`src/rtl/pipelined_cla_addsub_if.sv`:
```
// Handshake and data bundle for pipelined_cla_addsub.
//   master : the producer/consumer side. It drives the operands, in_valid and out_ready.
//   slave  : the adder. It drives in_ready and the result fields.
// Signals:
//   in_valid/in_ready   input handshake; a, b, cin and sub are qualified by in_valid
//   out_valid/out_ready output handshake; s, cout, ovf and zero are qualified by out_valid
interface pipelined_cla_addsub_if #(
    parameter int WIDTH = 32
);
    logic             in_valid;
    logic             in_ready;
    logic [WIDTH-1:0] a;
    logic [WIDTH-1:0] b;
    logic             cin;
    logic             sub;
    logic             out_valid;
    logic             out_ready;
    logic [WIDTH-1:0] s;
    logic             cout;
    logic             ovf;
    logic             zero;

    modport master (
        output in_valid, a, b, cin, sub, out_ready,
        input  in_ready, out_valid, s, cout, ovf, zero
    );

    modport slave (
        input  in_valid, a, b, cin, sub, out_ready,
        output in_ready, out_valid, s, cout, ovf, zero
    );
endinterface

```
`src/rtl/pipelined_cla_addsub.sv`:
```
// Pipelined carry-lookahead adder/subtractor.
// The operands are cut into GROUP-bit slices. Stage k resolves slice k with full
// lookahead, using the carry that stage k-1 registered. Operands that are not yet
// consumed, and sum slices that are already resolved, travel with the data. Every
// slice of a result therefore lines up at the last stage.
// Ports:
//   clk  rising-edge clock
//   rst  synchronous active-high reset; flushes the pipe and clears the outputs
//   bus  slave side of pipelined_cla_addsub_if
//        (valid/ready in, a/b/cin/sub, valid/ready out, s/cout/ovf/zero)
// A single enable, en = ~out_valid | out_ready, advances or freezes the whole pipe.
// Latency is STAGES cycles and throughput is one result per cycle.
module pipelined_cla_addsub #(
    parameter int WIDTH = 32,
    parameter int GROUP = 8
) (
    input  logic                    clk,
    input  logic                    rst,
    pipelined_cla_addsub_if.slave   bus
);
    localparam int STAGES = WIDTH / GROUP;

    // One pipeline stage: the operands (b already in effective form), the sum
    // bits resolved so far, and the carry out of the last resolved slice.
    typedef struct packed {
        logic             valid;
        logic             carry;
        logic [WIDTH-1:0] a;
        logic [WIDTH-1:0] be;
        logic [WIDTH-1:0] s;
    } stage_t;

    // Returns {carry_out, sum} for one slice.
    // Every carry is a sum of products of g/p and the slice carry-in, so the
    // slice contains no ripple path.
    function automatic logic [GROUP:0] cla_slice(
        input logic [GROUP-1:0] x,
        input logic [GROUP-1:0] y,
        input logic             c_in
    );
        logic [GROUP-1:0] p;
        logic [GROUP-1:0] g;
        logic [GROUP:0]   c;
        logic             acc;
        logic             term;
        p    = x ^ y;
        g    = x & y;
        c    = '0;
        c[0] = c_in;
        for (int i = 0; i < GROUP; i++) begin
            // The carry-in propagated through p[0..i].
            term = c_in;
            for (int j = 0; j <= i; j++) term = term & p[j];
            acc = term;
            // g[j] propagated through p[j+1..i].
            for (int j = 0; j <= i; j++) begin
                term = g[j];
                for (int m = j + 1; m <= i; m++) term = term & p[m];
                acc = acc | term;
            end
            c[i+1] = acc;
        end
        return {c[GROUP], p ^ c[GROUP-1:0]};
    endfunction

    stage_t stg_q [STAGES];
    stage_t stg_d [STAGES];
    stage_t in_stage;
    logic   ovf_q;
    logic   zero_q;
    logic   ovf_d;
    logic   zero_d;
    logic   en;

    assign en          = ~stg_q[STAGES-1].valid | bus.out_ready;
    assign bus.in_ready = en;

    // Subtraction is a + ~b + 1, so it uses the same carry chain as addition.
    always_comb begin
        // NOTE: each variable gets a full default first, so no path through this block can infer a latch.
        in_stage       = '0;
        in_stage.valid = bus.in_valid;
        in_stage.carry = bus.sub ? 1'b1 : bus.cin;
        in_stage.a     = bus.a;
        in_stage.be    = bus.sub ? ~bus.b : bus.b;
    end

    for (genvar k = 0; k < STAGES; k++) begin : g_stage
        stage_t src;
        stage_t nxt;
        if (k == 0) begin : g_first
            assign src = in_stage;
        end else begin : g_rest
            assign src = stg_q[k-1];
        end

        always_comb begin
            logic [GROUP:0] r;
            r                        = cla_slice(src.a[k*GROUP +: GROUP], src.be[k*GROUP +: GROUP], src.carry);
            nxt                      = src;
            nxt.s[k*GROUP +: GROUP]  = r[GROUP-1:0];
            nxt.carry                = r[GROUP];
        end

        assign stg_d[k] = nxt;
    end

    // The flags come from the fully aligned result that is about to enter the
    // output stage. They are registered together with that result.
    assign ovf_d  = (stg_d[STAGES-1].a[WIDTH-1] == stg_d[STAGES-1].be[WIDTH-1]) &
                    (stg_d[STAGES-1].s[WIDTH-1] != stg_d[STAGES-1].a[WIDTH-1]);
    assign zero_d = ~|stg_d[STAGES-1].s;

    always_ff @(posedge clk) begin
        if (rst) begin
            // NOTE: the datapath registers are reset along with the valid bits, because the visible outputs must read 0 after reset.
            for (int k = 0; k < STAGES; k++) stg_q[k] <= '0;
            ovf_q  <= 1'b0;
            zero_q <= 1'b0;
        end else if (en) begin
            // NOTE: the stage registers use non-blocking assignments, so each stage samples the old value of the stage before it.
            stg_q  <= stg_d;
            ovf_q  <= ovf_d;
            zero_q <= zero_d;
        end
    end

    assign bus.out_valid = stg_q[STAGES-1].valid;
    assign bus.s         = stg_q[STAGES-1].s;
    assign bus.cout      = stg_q[STAGES-1].carry;
    assign bus.ovf       = ovf_q;
    assign bus.zero      = zero_q;
endmodule

```
`src/flat_wrapper.sv`:
```
// flat-port wrapper written by rule: the top's interface ports become plain ports
module pipelined_cla_addsub_flat 
#(
    parameter int WIDTH = 32,
    parameter int GROUP = 8
)
  (clk, rst, bus_in_valid, bus_a, bus_b, bus_cin, bus_sub, bus_out_ready, bus_in_ready, bus_out_valid, bus_s, bus_cout, bus_ovf, bus_zero);
  pipelined_cla_addsub_if #(.WIDTH(WIDTH)) bus_i ();
  input  logic clk;
  input  logic rst;
  input wire logic [$bits(bus_i.in_valid)-1:0] bus_in_valid;
  input wire logic [$bits(bus_i.a)-1:0] bus_a;
  input wire logic [$bits(bus_i.b)-1:0] bus_b;
  input wire logic [$bits(bus_i.cin)-1:0] bus_cin;
  input wire logic [$bits(bus_i.sub)-1:0] bus_sub;
  input wire logic [$bits(bus_i.out_ready)-1:0] bus_out_ready;
  output wire logic [$bits(bus_i.in_ready)-1:0] bus_in_ready;
  output wire logic [$bits(bus_i.out_valid)-1:0] bus_out_valid;
  output wire logic [$bits(bus_i.s)-1:0] bus_s;
  output wire logic [$bits(bus_i.cout)-1:0] bus_cout;
  output wire logic [$bits(bus_i.ovf)-1:0] bus_ovf;
  output wire logic [$bits(bus_i.zero)-1:0] bus_zero;
  assign bus_i.in_valid = bus_in_valid;
  assign bus_i.a = bus_a;
  assign bus_i.b = bus_b;
  assign bus_i.cin = bus_cin;
  assign bus_i.sub = bus_sub;
  assign bus_i.out_ready = bus_out_ready;
  assign bus_in_ready = bus_i.in_ready;
  assign bus_out_valid = bus_i.out_valid;
  assign bus_s = bus_i.s;
  assign bus_cout = bus_i.cout;
  assign bus_ovf = bus_i.ovf;
  assign bus_zero = bus_i.zero;
  pipelined_cla_addsub #(.WIDTH(WIDTH), .GROUP(GROUP)) u_core (.clk(clk), .rst(rst), .bus(bus_i));
endmodule
```
`config.mk`:
```
export PLATFORM = sky130hd
export DESIGN_NAME = pipelined_cla_addsub_flat
export DESIGN_NICKNAME = d
export VERILOG_FILES = /design/src/rtl/pipelined_cla_addsub_if.sv /design/src/rtl/pipelined_cla_addsub.sv /design/src/flat_wrapper.sv
export SDC_FILE = /design/constraint.sdc
export NUM_CORES = 1
export LEC_CHECK = 0
export CAP_MARGIN = 40
export CORE_MARGIN = 1
export CORE_UTILIZATION = 30
export DETAILED_ROUTE_END_ITERATION = 7
export PLACE_DENSITY = 0.58
export REMOVE_ABC_BUFFERS = 1
export SLEW_MARGIN = 10
export SYNTH_ARGS = -nofsm -noshare
export SYNTH_HDL_FRONTEND = slang
export SYNTH_SLANG_ARGS = --single-unit
```
`constraint.sdc`:
```
create_clock -name clk -period 4.16 [get_ports clk]
set_input_delay 0.416 -clock clk [delete_from_list [all_inputs] [get_ports clk]]
set_output_delay 0.416 -clock clk [all_outputs]
set_load 0.03 [all_outputs]
```
# Word level (Yosys, flattened, before mapping)
# Cells that the tools add are included.
# word_totals
regBits	282
inputBits	70
output_inout_bits	37
wordCells	330
# op_classes
eq_ne	2
muxes	2
n_bitwise	304
n_reduce_logical	2
# ops
cell	n
AND 1 bit	145
bitwise OR 1 bit	145
XOR 8 bit	8
AND 8 bit	4
two-way mux 32 bit	1
NOT 32 bit	1
OR reduction 32 bit	1
equality test 1 bit	1
logical NOT 1 bit	1
two-way mux 1 bit	1
!= test 1 bit	1
NOT 1 bit	1

# Longest topological paths before layout
# logic_depth
word_depth	19
mapped_depth	11
mapped_depth_nobuf	9

# Worst setup path after synthesis
# Ideal clock, no wire load.
# synth_path
path_kind	input to register
startpoint	input bus_sub
endpoint	register u_core.stg_q (netlist bit u_core.g_stage[1].nxt[6])
setup_ns	0.057
t_arrival_ns	2.602
required_time_ns	4.103
setup_slack_ns	1.501
cell_stages	11
path_buffers	2
path_cell_list	clkbuf_1 -> buf_2 -> xor2_1 -> ha_1 -> ha_1 -> o21a_1 -> o211ai_1 -> a21oi_1 -> or3_1 -> a21oi_1 -> o21ba_2
# synth_via
elab_chain_cells	15
word_cells_on_any_way	32
cone_classes	mux: 2; bitwise: 30
# synth_rtl
item	line_no	text
start: declaration	flat_wrapper.sv:15	input wire logic [$bits(bus_i.sub)-1:0] bus_sub;
two-way mux 32 bit	pipelined_cla_addsub.sv:85	in_stage.be = bus.sub ? ~bus.b : bus.b;
XOR 8 bit	pipelined_cla_addsub.sv:46	p = x ^ y;
AND 1 bit (6 in series)	pipelined_cla_addsub.sv:53	for (int j = 0; j <= i; j++) term = term & p[j];
bitwise OR 1 bit (6 in series)	pipelined_cla_addsub.sv:59	acc = acc | term;
XOR 8 bit (*)	pipelined_cla_addsub.sv:63	return {c[GROUP], p ^ c[GROUP-1:0]};
end signal: assignment	pipelined_cla_addsub.sv:122	stg_q <= stg_d;
end: declaration	pipelined_cla_addsub.sv:66	stage_t stg_q [STAGES];
# Every way passes the cells marked *; elsewhere a longest branch is shown, timed or not.
# A chain may end at the register's enable or synchronous reset.

# Worst setup path after layout
# layout_path
startpoint	input bus_out_ready
endpoint	output bus_in_ready
# layout_via
elab_chain_cells	1
# layout_rtl
item	line_no	text
start: declaration	flat_wrapper.sv:16	input wire logic [$bits(bus_i.out_ready)-1:0] bus_out_ready;
bitwise OR 1 bit	pipelined_cla_addsub.sv:75	assign en = ~stg_q[STAGES-1].valid | bus.out_ready;
end: declaration	flat_wrapper.sv:17	output wire logic [$bits(bus_i.in_ready)-1:0] bus_in_ready;
# No other way between the ends.

==> flow_summary_export.csv <==
group,metric,value,unit
synthesis,synth_area_leader_cell,"dfxtp_1",
layout,area_growth,25.5,%
cts,root_buffer,"clkbuf_16",
route,wirelength,17.2,mm
critical_path,cp.required,3.74,ns
synthesis,ys_ff_latch,186,
global_route,grt_pass1_vias,5743,
synthesis,avgSynthCellArea,8.21,µm²
sta,rsz0062_at_grt,"no",
power_and_ir_drop,power,4.20,mW
power_and_ir_drop,combPwrFrac,11.4,%
synthesis,yosys_warnings,0,
sta,skew,0.00853,ns
critical_path,r2r_start,"u_core.g_stage[3].nxt[56]",
critical_path,start_kind,"primary input",
critical_path,cp_cell_sequence,"clkdlybuf4s50_1, nor2b_4, inv_6, clkdlybuf4s50_1",
layout,fin_area,9780,µm²
critical_path,crit_type,"in -> out",
die,fp.dieArea,26600,µm²
power_and_ir_drop,p_switching,1.00,mW
route,drtIter0Drc,422,
synthesis,ys_seq_area_share,47.8,%
power_and_ir_drop,swShare,23.9,%
cts,h-tree-depth,4,
cts,cts_made_buffers,17,
placement,dpl_cell_area,9150,µm²
synthesis,synthCells,950,
synthesis,yosys.cell_count.top_type,"nand2_1",
route,num_vias,6230,
cts,cts_resized,0,
critical_path,cp_slowest_cell,"clkdlybuf4s50_1",
placement,place.gp.congestion,0.750,
outcome,status,"finished, final reports clean",
sta,fmax,414,MHz
synthesis,synth.area.top_cells,"dfxtp_1 48%, nand2_1 14%, a21oi_1 10%",
layout,diodes,0,
critical_path,critPathBufInv,3,
synthesis,syn_area,7800,µm²
die,die_h,163,µm
cts,path_clk_slew,0.07,ns
min_path,hp-start,"u_core.bus.s[0]",
route,drc,0,
cts,holdBufCountCts,0,
sta,setup_viol,0,
global_route,grt_max_degree,104,
sta,finalCriticalPeriod,2.42,ns
synthesis,synth_edf_count,0,
power_and_ir_drop,pwr-share-clk,41.7,%
die,die_w,163,µm
route,postRouteAntennaNets,0,
critical_path,max_stage_delay,0.62,ns
synthesis,synthTopCellsByCount,"294 x nand2_1, 186 x dfxtp_1, 155 x a21oi_1",
critical_path,arrival,2.00,ns
synthesis,ys_async_sr_fraction,0,%
die,start_util,30.8,%
critical_path,worstSetupEndpointType,"primary output",
route,wire_per_inst,12.6,µm
synthesis,synth_top_area_share,47.8,%
cts,clock_latency,0.42,ns
die,core,25300,µm²
sta,whs,0.449,ns
critical_path,cp_max_fo,16,
cts,cts.sinks,186,
synthesis,yosysUniqueCellTypes,39,
sta,period_share,58.1,%
cts,cts_tree,"yes",
sta,finalMaxSlewViolations,0,
global_route,grt_first_pass_wirelength,27.8,mm
power_and_ir_drop,internal-power,3.20,mW
global_route,grt-ovfl-total,0,
route,firstDrtPassIters,4,
power_and_ir_drop,seq_power_share,46.9,%
sta,hold_violations,0,
sta,worst_pin_slew,0.869,ns
min_path,min_path_type,"reg -> reg",
placement,port_buffers,106,
critical_path,crit_top_cell,"clkdlybuf4s50_1",
power_and_ir_drop,p_leak,3.86,nW
die,rows,58,
global_route,grt.total_usage,13.0,%
layout,drive_gt1_share,4.85,%
cts,cts_setup_buffers,0,
global_route,antenna_found_initial,0,
route,via_per_inst,4.58,
die,io_pins,107,
critical_path,crit_family,"buffers and inverters",
critical_path,startpoint,"bus_out_ready",
synthesis,synthFlopType,"dfxtp_1",
power_and_ir_drop,ir_drop,259,µV
layout,layout.nets,1129,
flow_run,drv_cap,0,
sta,timing.slew.headroom,42.1,%
cts,clockBufferDepth,2,
placement,place_hpwl,10.9,mm
power_and_ir_drop,powerDensity,429,nW/µm²
placed cells by master, fill, tap and decap left out, types with 3 or more instances in the layout:
cell type / netlist / layout
a211o_1: 3 / 3
a211oi_1: 31 / 31
a21oi_1: 155 / 155
and2_1: 5 / 5
buf_4: 0 / 5
bufinv_16: 0 / 4
clkbuf_16: 0 / 17
clkbuf_8: 0 / 3
clkdlybuf4s50_1: 0 / 104
dfxtp_1: 186 / 186
fa_1: 4 / 4
ha_1: 36 / 36
inv_1: 4 / 4
inv_6: 0 / 4
nand2_1: 294 / 294
nand3_1: 10 / 10
nor2_1: 41 / 41
nor3_1: 10 / 10
nor4_1: 6 / 6
o211ai_1: 3 / 3
o21a_1: 7 / 7
o21ai_0: 6 / 6
o31a_1: 3 / 3
or2_2: 4 / 4
or3_1: 4 / 4
xnor2_1: 34 / 34
xor2_1: 19 / 19
layout make-up:
cell class | count | area [µm²]
flip-flops and latches | 186 | 3720
fillers | 2669 | 15500
clock inverters | 9 | 160
repair buffers | 114 | 1170
well taps | 330 | 413
inverters | 5 | 23.8
clock buffers | 22 | 474
multi-input cells | 695 | 3820
power by group through the flow:
stage	clock, mW	sequential (mW)	combinational (mW)
floorplan	0	2.02	0.266
global placement	0	2.01	0.477
detailed placement	0	2.01	0.485
CTS	1.81	1.97	0.488
global route	1.88	1.98	0.538
finish	1.75	1.97	0.479
final timing paths:
check / end / slack, ns / cells past startpoint
min reg2reg: u_core.bus.s[0] / 0.45 / 2
max: bus_in_ready / 1.74 / 4
max reg2reg: u_core.bus.zero / 1.86 / 8
min: u_core.bus.s[0] / 0.45 / 2
stage by stage:
step / util, % / instances / TNS [ns] / setup slack (ns)
after global routing: 38.6 / 1361 / 0 / 1.65
after CTS: 38.6 / 1361 / 0 / 1.72
after global placement: 35.9 / 1328 / 0 / 1.38
final: 38.6 / 1361 / 0 / 1.74
after detailed placement: 36.1 / 1330 / 0 / 1.36
after floorplan: - / 886 / -1159.82 / -6.50
registers in the layout, indices dropped and copies added, names as in the netlist:
name / count
u_core.bus.cout: 1
u_core.g_stage.src: 3
u_core.bus.s: 32
u_core.g_stage.nxt: 147
u_core.bus.zero: 1
u_core.bus.out_valid: 1
u_core.bus.ovf: 1
layer usage:
metal  track usage [%]  vias up  wire length (µm)
met1              16.9     2830              8570
li1                  -     3304                 -
met5                 0        -                 0
met3              2.97       11               525
met2              21.8       85              7940
met4              3.19        0               145
cell families (layout without fill, tap and decap cells):
logic type	Yosys count	count (layout)	synth area share, %
XOR/XNOR	53	53	5.95
buffers and inverters	69	150	3.37
flip-flops	186	186	47.8
AND/OR/NAND/NOR	381	381	19.5
adder cells (fa/ha/maj)	40	40	6.80
AO/OA/AOI/OAI	221	221	16.6
worst reg2reg max path, delay by kind of cell (launching register included):
kind / cells / cell delay (ns)
AOI/OAI and AO/OA: 4 / 0.94
adders and majority gates: 2 / 0.49
xor gates and xnor gates: 1 / 0.18
DFF: 1 / 0.33
and+or+nand+nor: 1 / 0.30
(Power assumes the default switching activity.)
